[config.mk]
export PLATFORM = sky130hd
export DESIGN_NAME = seg7_scan_decoder
export DESIGN_NICKNAME = d
export VERILOG_FILES = /design/src/rtl/seg7_scan_decoder.sv
export SDC_FILE = /design/constraint.sdc
export NUM_CORES = 1
export LEC_CHECK = 0
export ABC_CLOCK_PERIOD_IN_PS = 3200
export CAP_MARGIN = 40
export CORE_MARGIN = 2
export CORE_UTILIZATION = 40
export DETAILED_ROUTE_END_ITERATION = 10
export SLEW_MARGIN = 5
export SYNTH_ARGS = -nofsm -noshare
export SYNTH_HDL_FRONTEND = slang
export SYNTH_SLANG_ARGS = --single-unit
[constraint.sdc]
create_clock -name clk -period 3.2 [get_ports clk]
set_input_delay 0.32 -clock clk [delete_from_list [all_inputs] [get_ports clk]]
set_output_delay 0.32 -clock clk [all_outputs]
set_load 0.02 [all_outputs]
[src/rtl/seg7_scan_decoder.sv]
`default_nettype none
// =============================================================================
// seg7_scan_decoder : stability-qualified decoder for a muxed active-low 7-seg bus
// Optional macro SEG7DEC_DP_EN adds decimal-point capture (dp / dp_out). Rev 1.0
// =============================================================================
module seg7_scan_decoder #(
   parameter int NDIG       = 4,
   parameter int STABLE_CYC = 4
) (
   input  logic              clk,
   input  logic              rst,
   input  logic [6:0]        seg,
   input  logic [NDIG-1:0]   an,
`ifdef SEG7DEC_DP_EN
   input  logic              dp,
   output logic [NDIG-1:0]   dp_out,
`endif
   input  logic              clr_err,
   output logic [4*NDIG-1:0] value,
   output logic [NDIG-1:0]   valid,
   output logic              upd,
   output logic [2:0]        upd_idx,
   output logic              err
);

   localparam logic [1:0] c_st_wait = 2'd0;
   localparam logic [1:0] c_st_qual = 2'd1;
   localparam logic [1:0] c_st_hold = 2'd2;
   localparam logic [7:0] c_stable  = 8'(STABLE_CYC);
   localparam logic [6:0] c_blank   = 7'h7F;
`ifdef SEG7DEC_DP_EN
   localparam int c_pw = 8 + NDIG;
`else
   localparam int c_pw = 7 + NDIG;
`endif

   logic [6:0]        seg_q, seg_d;
   logic [NDIG-1:0]   an_q, an_d;
   logic [c_pw-1:0]   prev_q, prev_d;
   logic [7:0]        cnt_q, cnt_d;
   logic [1:0]        state_q, state_d;
   logic [4*NDIG-1:0] value_q, value_d;
   logic [NDIG-1:0]   valid_q, valid_d;
   logic              upd_q, upd_d;
   logic [2:0]        upd_idx_q, upd_idx_d;
   logic              err_q, err_d;

   logic [c_pw-1:0]   w_pair;
   logic [NDIG-1:0]   w_an_low;
   logic              w_onehot;
   logic              w_changed;
   logic              w_hit;
   logic              w_capture;
   logic [2:0]        w_idx;
   logic [3:0]        w_nib;
   logic              w_legal;
   logic              w_blank;

`ifdef SEG7DEC_DP_EN
   logic              dp_q, dp_d;
   logic [NDIG-1:0]   dp_out_q, dp_out_d;
   assign w_pair = {dp_q, an_q, seg_q};
`else
   assign w_pair = {an_q, seg_q};
`endif

   // Input stage: the current sample and the one before it form the compared pair.
   always_comb begin
      seg_d  = seg;
      an_d   = an;
      prev_d = w_pair;
   end

   assign w_an_low  = ~an_q;
   assign w_onehot  = (w_an_low != '0) && ((w_an_low & (w_an_low - 1'b1)) == '0);
   assign w_changed = (w_pair != prev_q);

   always_comb begin
      cnt_d = cnt_q;
      if (!w_onehot) begin
         cnt_d = 8'd0;
      end else if (w_changed) begin
         cnt_d = 8'd1;
      end else if (cnt_q < c_stable) begin
         cnt_d = cnt_q + 8'd1;
      end
   end

   assign w_hit = (cnt_d == c_stable);

   // FSM next state: a hit on the very first sample (STABLE_CYC=1) goes straight to HOLD.
   always_comb begin
      state_d = state_q;
      case (state_q)
         c_st_wait: begin
            if (w_onehot) begin
               state_d = w_hit ? c_st_hold : c_st_qual;
            end
         end
         c_st_qual: begin
            if (!w_onehot) begin
               state_d = c_st_wait;
            end else if (w_hit) begin
               state_d = c_st_hold;
            end
         end
         c_st_hold: begin
            if (!w_onehot) begin
               state_d = c_st_wait;
            end else if (w_changed) begin
               state_d = w_hit ? c_st_hold : c_st_qual;
            end
         end
         default: state_d = c_st_wait;
      endcase
   end

   // FSM output: capture once per stable run; HOLD only re-arms on a changed pair.
   always_comb begin
      w_capture = 1'b0;
      case (state_q)
         c_st_wait: w_capture = w_onehot && w_hit;
         c_st_qual: w_capture = w_onehot && w_hit;
         c_st_hold: w_capture = w_onehot && w_changed && w_hit;
         default:   w_capture = 1'b0;
      endcase
   end

   always_comb begin
      w_idx = 3'd0;
      for (int i = 0; i < NDIG; i++) begin
         if (!an_q[i]) begin
            w_idx = 3'(i);
         end
      end
   end

   always_comb begin
      w_legal = 1'b1;
      w_nib   = 4'h0;
      case (seg_q)
         7'b1000000: w_nib = 4'h0;
         7'b1111001: w_nib = 4'h1;
         7'b0100100: w_nib = 4'h2;
         7'b0110000: w_nib = 4'h3;
         7'b0011001: w_nib = 4'h4;
         7'b0010010: w_nib = 4'h5;
         7'b0000010: w_nib = 4'h6;
         7'b1111000: w_nib = 4'h7;
         7'b0000000: w_nib = 4'h8;
         7'b0010000: w_nib = 4'h9;
         7'b0001000: w_nib = 4'hA;
         7'b0000011: w_nib = 4'hB;
         7'b1000110: w_nib = 4'hC;
         7'b0100001: w_nib = 4'hD;
         7'b0000110: w_nib = 4'hE;
         7'b0001110: w_nib = 4'hF;
         default:    w_legal = 1'b0;
      endcase
   end

   assign w_blank = (seg_q == c_blank);

   // A set on this cycle overrides a simultaneous clr_err.
   always_comb begin
      value_d   = value_q;
      valid_d   = valid_q;
      upd_d     = w_capture;
      upd_idx_d = upd_idx_q;
      err_d     = err_q;
      if (clr_err) begin
         err_d = 1'b0;
      end
      if (w_capture) begin
         upd_idx_d = w_idx;
         for (int i = 0; i < NDIG; i++) begin
            if (!an_q[i]) begin
               valid_d[i] = w_legal;
               if (w_legal) begin
                  value_d[4*i +: 4] = w_nib;
               end
            end
         end
         if (!w_legal && !w_blank) begin
            err_d = 1'b1;
         end
      end
   end

`ifdef SEG7DEC_DP_EN
   always_comb begin
      dp_d     = dp;
      dp_out_d = dp_out_q;
      for (int i = 0; i < NDIG; i++) begin
         if (w_capture && !an_q[i]) begin
            dp_out_d[i] = ~dp_q;
         end
      end
   end

   always_ff @(posedge clk or posedge rst) begin
      if (rst) begin
         dp_q     <= 1'b1;
         dp_out_q <= '0;
      end else begin
         dp_q     <= dp_d;
         dp_out_q <= dp_out_d;
      end
   end

   assign dp_out = dp_out_q;
`endif

   always_ff @(posedge clk or posedge rst) begin
      if (rst) begin
         seg_q     <= c_blank;
         an_q      <= '1;
         prev_q    <= '1;
         cnt_q     <= 8'd0;
         state_q   <= c_st_wait;
         value_q   <= '0;
         valid_q   <= '0;
         upd_q     <= 1'b0;
         upd_idx_q <= 3'd0;
         err_q     <= 1'b0;
      end else begin
         seg_q     <= seg_d;
         an_q      <= an_d;
         prev_q    <= prev_d;
         cnt_q     <= cnt_d;
         state_q   <= state_d;
         value_q   <= value_d;
         valid_q   <= valid_d;
         upd_q     <= upd_d;
         upd_idx_q <= upd_idx_d;
         err_q     <= err_d;
      end
   end

   assign value   = value_q;
   assign valid   = valid_q;
   assign upd     = upd_q;
   assign upd_idx = upd_idx_q;
   assign err     = err_q;

endmodule
`default_nettype wire

==> results of run 1 <==
-- metal layers --
metal | vias to the layer above | GRT usage | wire, µm
li1 | 802 | - | -
met1 | 820 | 0.2142 | 2314
met2 | 47 | 0.2140 | 2226
met3 | 7 | 0.03835 | 228
met4 | 0 | 0.04329 | 65
met5 | - | 0 | 0
-- state kept, by name, summed over array words and instances, names as in the netlist --
signal,count
cnt_q,8
value,16
err,1
valid,4
an_q,4
prev_q,11
upd_idx,2
seg_q,7
state_q,2
upd,1
-- final timing paths --
check,cells after the start,endpoint,start,slack [ps]
max in group asynchronous,3,seg_q[4],rst,2470
hold reg to reg,0,prev_q[7],an_q[0],430
setup reg to reg,7,value[1],cnt_q[0],480
min in group clk,1,seg_q[1],seg[1],410
hold / removal,2,valid[0],rst,210
setup / recovery,7,value[1],cnt_q[0],480
-- through the flow --
step	worst slack [ps]	cell area (µm²)	hold slack [ps]	cells
2_1_floorplan	817.5	2597	324.5	216
5_1_grt	289.3	3050	214.5	323
4_1_cts	484.3	3050	211.8	323
3_3_place_gp	557.8	2945	410.7	314
6_report	479.7	3050	211.4	323
3_5_place_dp	500.4	2965	411.1	315
-- power by group --
group,internal [mW],switching [mW],leakage (nW)
combinational,0.0429,0.0419,0.622
clock,0.157,0.223,0.0424
sequential,0.736,0.0319,0.705
-- Yosys cell counts, drive strengths merged (2+ instances only) --
cell type / number / area [µm²]
dfrtp: 34 / 850.8
dfstp: 22 / 578.1
mux2: 16 / 240.2
nor2: 16 / 60.06
buf: 13 / 111.4
nand2: 12 / 45.04
xnor2: 12 / 105.1
a21oi: 9 / 45.04
or3: 8 / 50.05
nand3: 7 / 47.55
o21ai: 7 / 35.03
and3: 6 / 43.80
inv: 5 / 18.77
clkbuf: 4 / 15.01
a31oi: 3 / 18.77
nand4: 3 / 18.77
nor2b: 3 / 18.77
nor3: 3 / 26.28
a211oi: 2 / 15.01
mux2i: 2 / 20.02
nand4b: 2 / 17.52
nor3b: 2 / 15.01
nor4bb: 2 / 20.02
o211ai: 2 / 15.01
o31ai: 2 / 15.01
xor2: 2 / 17.52
-- final cells by class --
cell class	instances	area, µm²
Clock buffer	7	76.32
Clock inverter	1	8.758
Fill cell	605	3263
Inverter	6	22.52
Multi-Input combinational cell	137	1020
Sequential cell	56	1429
Tap cell	77	96.34
Timing Repair Buffer	39	397.9
-- cells by family (layout without fill, tap and decap cells) --
logic type / Yosys count / after routing / share of synthesized area
compound gates: 35 / 35 / 0.08767
xor+xnor: 14 / 14 / 0.04721
fa+ha+maj: 1 / 1 / 0.004816
buf+inv: 23 / 53 / 0.05732
flops: 56 / 56 / 0.5501
mux: 18 / 18 / 0.1002
other cells: 1 / 1 / 0.001444
simple gates: 68 / 68 / 0.1513
-- worst max-delay path, delay by kind of cell, from the launching register on --
family          cells  cell delay (ps)
simple gates        4             1330
flops               1              430
mux                 1              340
fa+ha+maj           1              330
compound gates      1              170
==> metrics.md, run 1 <==
| Metric | Value |
|---|---|
| Outcome | `complete, no violations` |
| Synth async-reset ratio | `1.000` |
| Required @ worst endpoint | `about 3400 ps` |
| Half-perimeter wire length after placement | `3407 µm` |
| PwrDens | `404.1 nW/µm²` |
| Worst-margin pin slew | `599.5 ps` |
| Post-synthesis register bit count | `56` |
| Syn avg cell area | `between 10 and 15 µm²` |
| Final Hold Viols | `0` |
| Vias in the first global route | `about 1.6k` |
| # hold bufs at CTS | `0` |
| P&R area growth vs syn | `17.44%` |
| Worst slew margin | `0.5979` |
| Util after Layout | `0.4832` |
| Die span in x | `around 85 µm` |
| RSZ-0062 raised after global routing | `no` |
| Clock Path Buffers | `2` |
| Post-Route Setup TNS | `0 ps` |
| Crit Path Class | `register to register` |
| Post-CTS setup buffer count | `0` |
| P_leak | `1.369 nW` |
| Crit-path max cell delay | `between 500 and 600 ps` |
| Most common cell after layout, fill and taps aside | `clkdlybuf4s50_1` |
| CORE AREA | `~6300 µm²` |
| # rows | `29` |
| Cts repair resizes | `0` |
| Initial antenna violation count | `0` |
| Max cap viols | `0` |
| Setup violators final | `0` |
| H-tree Lvls | `2` |
| Skew final | `11.13 ps` |
| Total track usage | `0.1462` |
| Via count | `between 1.5k and 2k` |
| Max-slew violations | `0` |
| DR vias/cell | `5.189` |
| Net Count, Synth | `231` |
| Total global routing overflow | `0` |
| Die area | `7155 µm²` |
| Antenna Violating Nets Remaining | `0` |
| Top Ports | `39` |
| Fin crit period | `2720 ps` |
| CTS sink cnt | `56` |
| Final wirelength | `4834 µm` |
| Ys flop type | `dfrtp_1` |
| Post-synth EDFFs | `0` |
| Most frequent cells in the layout | `37 x clkdlybuf4s50_1, 34 x dfrtp_1, 22 x dfstp_2, 16 x nor2_1, 16 x mux2_4` |
| Power, Total | `about 1.2 mW` |
| Nets | `260` |
| Critical Path End Type | `register` |
| First-pass GRT wire length | `8217 µm` |
| Pin count of the biggest net entering global routing | `35` |
| Worst path cell trace | `ha_1 -> nor4bb_1 -> o211ai_1 -> nor2_1 -> nand3_4 -> or3_1 -> mux2_4` |
| Iter 0 DRT Violations | `94` |
| Clock root buffer | `clkbuf_8` |
| Crit path arrival time | `2910 ps` |
| Wire length per cell | `approximately 15 µm` |
| CP max FO | `10` |
| Initial core utilization | `0.4114` |
| Pre-antenna DRT Iters | `4` |
| Mapped Area | `2597 µm²` |
| Mapped Cells | `216` |
| GP Congestion | `0.8366` |
| CTS clk-pin slew, worst paths | `100 ps` |
| Synth warn | `0` |
| Share of layout cells above drive strength 1 | `0.2276` |
| Hold Path Class | `input port to async pin` |
| Clk_lat worst skew | `310 ps` |
| Yosys cell types | `48` |
| CP max-delay cell | `or3_1` |
| Register area share after synthesis | `0.5501` |
| Fmax | `0.3676 GHz` |
| Number of port buffers | `37` |
| Num CTS Buffers | `5` |
| Die height | `approximately 85 µm` |
| Peak supply drop | `approximately 0.16 mV` |
| Period utilization | `0.8501` |
| DRC | `0` |
| # diodes | `0` |
| CTS tree | `done` |
| Crit path launch type | `register` |
No activity file was read; power rests on OpenSTA's default activity.
==> run 2: changes to the inputs <==
--- a/config.mk
+++ b/config.mk
@@ -7,9 +7,13 @@
 export LEC_CHECK = 0
 export ABC_CLOCK_PERIOD_IN_PS = 3200
 export CAP_MARGIN = 40
+export CELL_PAD_IN_SITES_DETAIL_PLACEMENT = 2
+export CELL_PAD_IN_SITES_GLOBAL_PLACEMENT = 2
 export CORE_MARGIN = 2
-export CORE_UTILIZATION = 40
+export CORE_UTILIZATION = 36
 export DETAILED_ROUTE_END_ITERATION = 10
+export PLACE_DENSITY_LB_ADDON = 0.1
+export SKIP_LAST_GASP = 1
 export SLEW_MARGIN = 5
 export SYNTH_ARGS = -nofsm -noshare
 export SYNTH_HDL_FRONTEND = slang
==> metrics.md, run 2 (synthesis results as in run 1) <==
| Metric | Value |
|---|---|
| CORE AREA | `6907 µm² (+9.4%)` |
| PnR worst setup slack | `470.8 ps (-8.936 ps)` |
| Hold Worst Slack | `216.9 ps (+5.550 ps)` |
| Crit path arrival time | `2930 ps (+20 ps)` |
| Clk_lat worst skew | `320 ps (about the same)` |
| Max cap viols | `0 (unchanged)` |
| WL met2 | `2906 µm (+31%)` |
| GP Congestion | `0.7604 (-9.1%)` |
| Nets | `263 (+1.2%)` |
| Top Ports | `39 (unchanged)` |
| Pre-antenna DRT Iters | `4 (unchanged)` |
| Vias in the first global route | `1905 (+18%)` |
| Skew final | `9.727 ps (-1.405 ps)` |
| Routed wire length on met3 | `156 µm (-32%)` |
| Max-slew violations | `0 (unchanged)` |
| Total global routing overflow | `0 (unchanged)` |
| Final Hold Viols | `0 (unchanged)` |
| CTS sink cnt | `56 (unchanged)` |
| CTS tree | `done` |
| Clock Power Share | `0.315 (+0.007)` |
| Peak supply drop | `0.1862 mV (+13%)` |
| Critical Path End Type | `register` |
| # diodes | `0 (unchanged)` |
| Share of layout cells above drive strength 1 | `0.2450 (+0.01734)` |
| P&R area growth vs syn | `19.36%` |
| Place WS | `466.4 ps (-33.96 ps)` |
| P_leak | `1.390 nW (+1.5%)` |
| Wire length per cell | `16.87 µm (+13%)` |
| # rows | `30 (+3.4%)` |
| Via count | `1750 (+4.4%)` |
| Die span in x | `88.94 µm (+5.1%)` |
| Outcome | `complete, no violations` |
| First-pass GRT wire length | `9901 µm (+20%)` |
| Num CTS Buffers | `5 (unchanged)` |
| H-tree Lvls | `2 (unchanged)` |
| Fmax | `0.3664 GHz (-0.33%)` |
| Post-Route Setup TNS | `0 ps (unchanged)` |
| Initial core utilization | `0.3761 (-0.03533)` |
| Crit Path Class | `register to register` |
| Number of port buffers | `37 (unchanged)` |
| Initial antenna violation count | `0 (unchanged)` |
| Hold Path Class | `input port to async pin` |
| Half-perimeter wire length after placement | `4283 µm (+26%)` |
| Cts repair resizes | `0 (unchanged)` |
| Power, Total | `1.255 mW (+1.8%)` |
| DR vias/cell | `5.072 (-2.2%)` |
| Max reg flops | `16 (unchanged)` |
| RSZ-0062 raised after global routing | `no` |
| Crit path launch type | `register` |
| Period utilization | `0.8529 (+0.002792)` |
| PwrDens | `404.8 nW/µm² (+0.16%)` |
| Switching power | `317.5 µW (+6.9%)` |
| Pin count of the biggest net entering global routing | `40 (+14%)` |
| Worst-margin pin slew | `578.5 ps (-21.10 ps)` |
| Fin crit period | `2729 ps (+8.936 ps)` |
| Layout filler cell count | `729 (+20%)` |
| DRC | `0 (unchanged)` |
| Clock root buffer | `clkbuf_8` |
| # hold bufs at CTS | `0 (unchanged)` |
| Gate power share | `0.071 (+0.002)` |
| Clock Path Buffers | `2 (unchanged)` |
| Most frequent cells in the layout | `37 x clkdlybuf4s50_1, 34 x dfrtp_1, 22 x dfstp_2, 16 x nor2_1, 16 x mux2_4` |
| CTS clk-pin slew, worst paths | `110 ps (about the same)` |
| Most common cell after layout, fill and taps aside | `clkdlybuf4s50_1` |
| Placed Instances | `337 (+7.0%)` |
| Cell Int Power | `937.6 µW (+0.18%)` |
| Die height | `88.94 µm (+5.1%)` |
| CP max FO | `10 (unchanged)` |
| Top sig layer | `met4` |
| Required @ worst endpoint | `3400 ps (about the same)` |
| Antenna Violating Nets Remaining | `0 (unchanged)` |
| Worst slew margin | `0.6103 (+0.01240)` |
| Post-route insts no fill | `345 (+6.8%)` |
| Sw Share | `0.2530 (+0.01215)` |
| Setup violators final | `0 (unchanged)` |
| Die area | `7910 µm² (+11%)` |
| Met1 WL | `2693 µm (+16%)` |
| Post-CTS setup buffer count | `0 (unchanged)` |
| Final wirelength | `5820 µm (+20%)` |
| Share of power burned in registers | `0.614 (-0.009)` |
| Total track usage | `0.1633 (+0.01707)` |
| Iter 0 DRT Violations | `71 (-24%)` |
==> run 2: metal layers <==
layer / vias up / GRT usage
li1: 811 / -
met1: 901 / 0.2174
met2: 31 / 0.2788
met3: 7 / 0.02770
met4: 0 / 0.04071
met5: - / 0
==> run 2: critical path, stage by stage (launching register included) <==
cell	delay [ps]
dfrtp_1	430
ha_1	320
nor4bb_1	270
o211ai_1	160
nor2_1	360
nand3_4	170
or3_1	550
mux2_4	350
==> run 2: stage by stage <==
step / instance area (µm²) / util
3_3_place_gp: 2992 / 0.4332
4_1_cts: 3100 / 0.4489
2_1_floorplan: 2597 / -
5_1_grt: 3100 / 0.4489
3_5_place_dp: 3012 / 0.4361
6_report: 3100 / 0.4489
==> run 2: final timing paths <==
path | startpoint | endpoint | slack (ps) | cells past startpoint
max in group asynchronous | rst | prev_q[8] | 2490 | 3
min in group clk | seg[3] | seg_q[3] | 400 | 1
setup / recovery | cnt_q[0] | value[14] | 470 | 7
setup reg to reg | cnt_q[0] | value[14] | 470 | 7
hold / removal | rst | err | 220 | 2
hold reg to reg | an_q[0] | prev_q[7] | 420 | 0
==> run 2: power groups by stage <==
| stage | Combinational, mW | Sequential [mW] | Clock [mW] |
|---|---|---|---|
| after floorplan | 0.0755 | 0.758 | 0 |
| after global placement | 0.0866 | 0.783 | 0 |
| after detailed placement | 0.0916 | 0.783 | 0 |
| after CTS | 0.0923 | 0.771 | 0.421 |
| after global routing | 0.100 | 0.775 | 0.441 |
| final | 0.0891 | 0.770 | 0.396 |
==> run 2: final cells by class <==
type                       instances  area [µm²]  share of cell area
clock buffer                       5       68.82             0.02220
clock inverter                     3       20.02            0.006457
inverter                           6       22.52            0.007264
multi-input combinational        137        1020              0.3289
sequential                        56        1429              0.4609
tap                               96       120.1             0.03874
timing repair buffer              42       420.4              0.1356
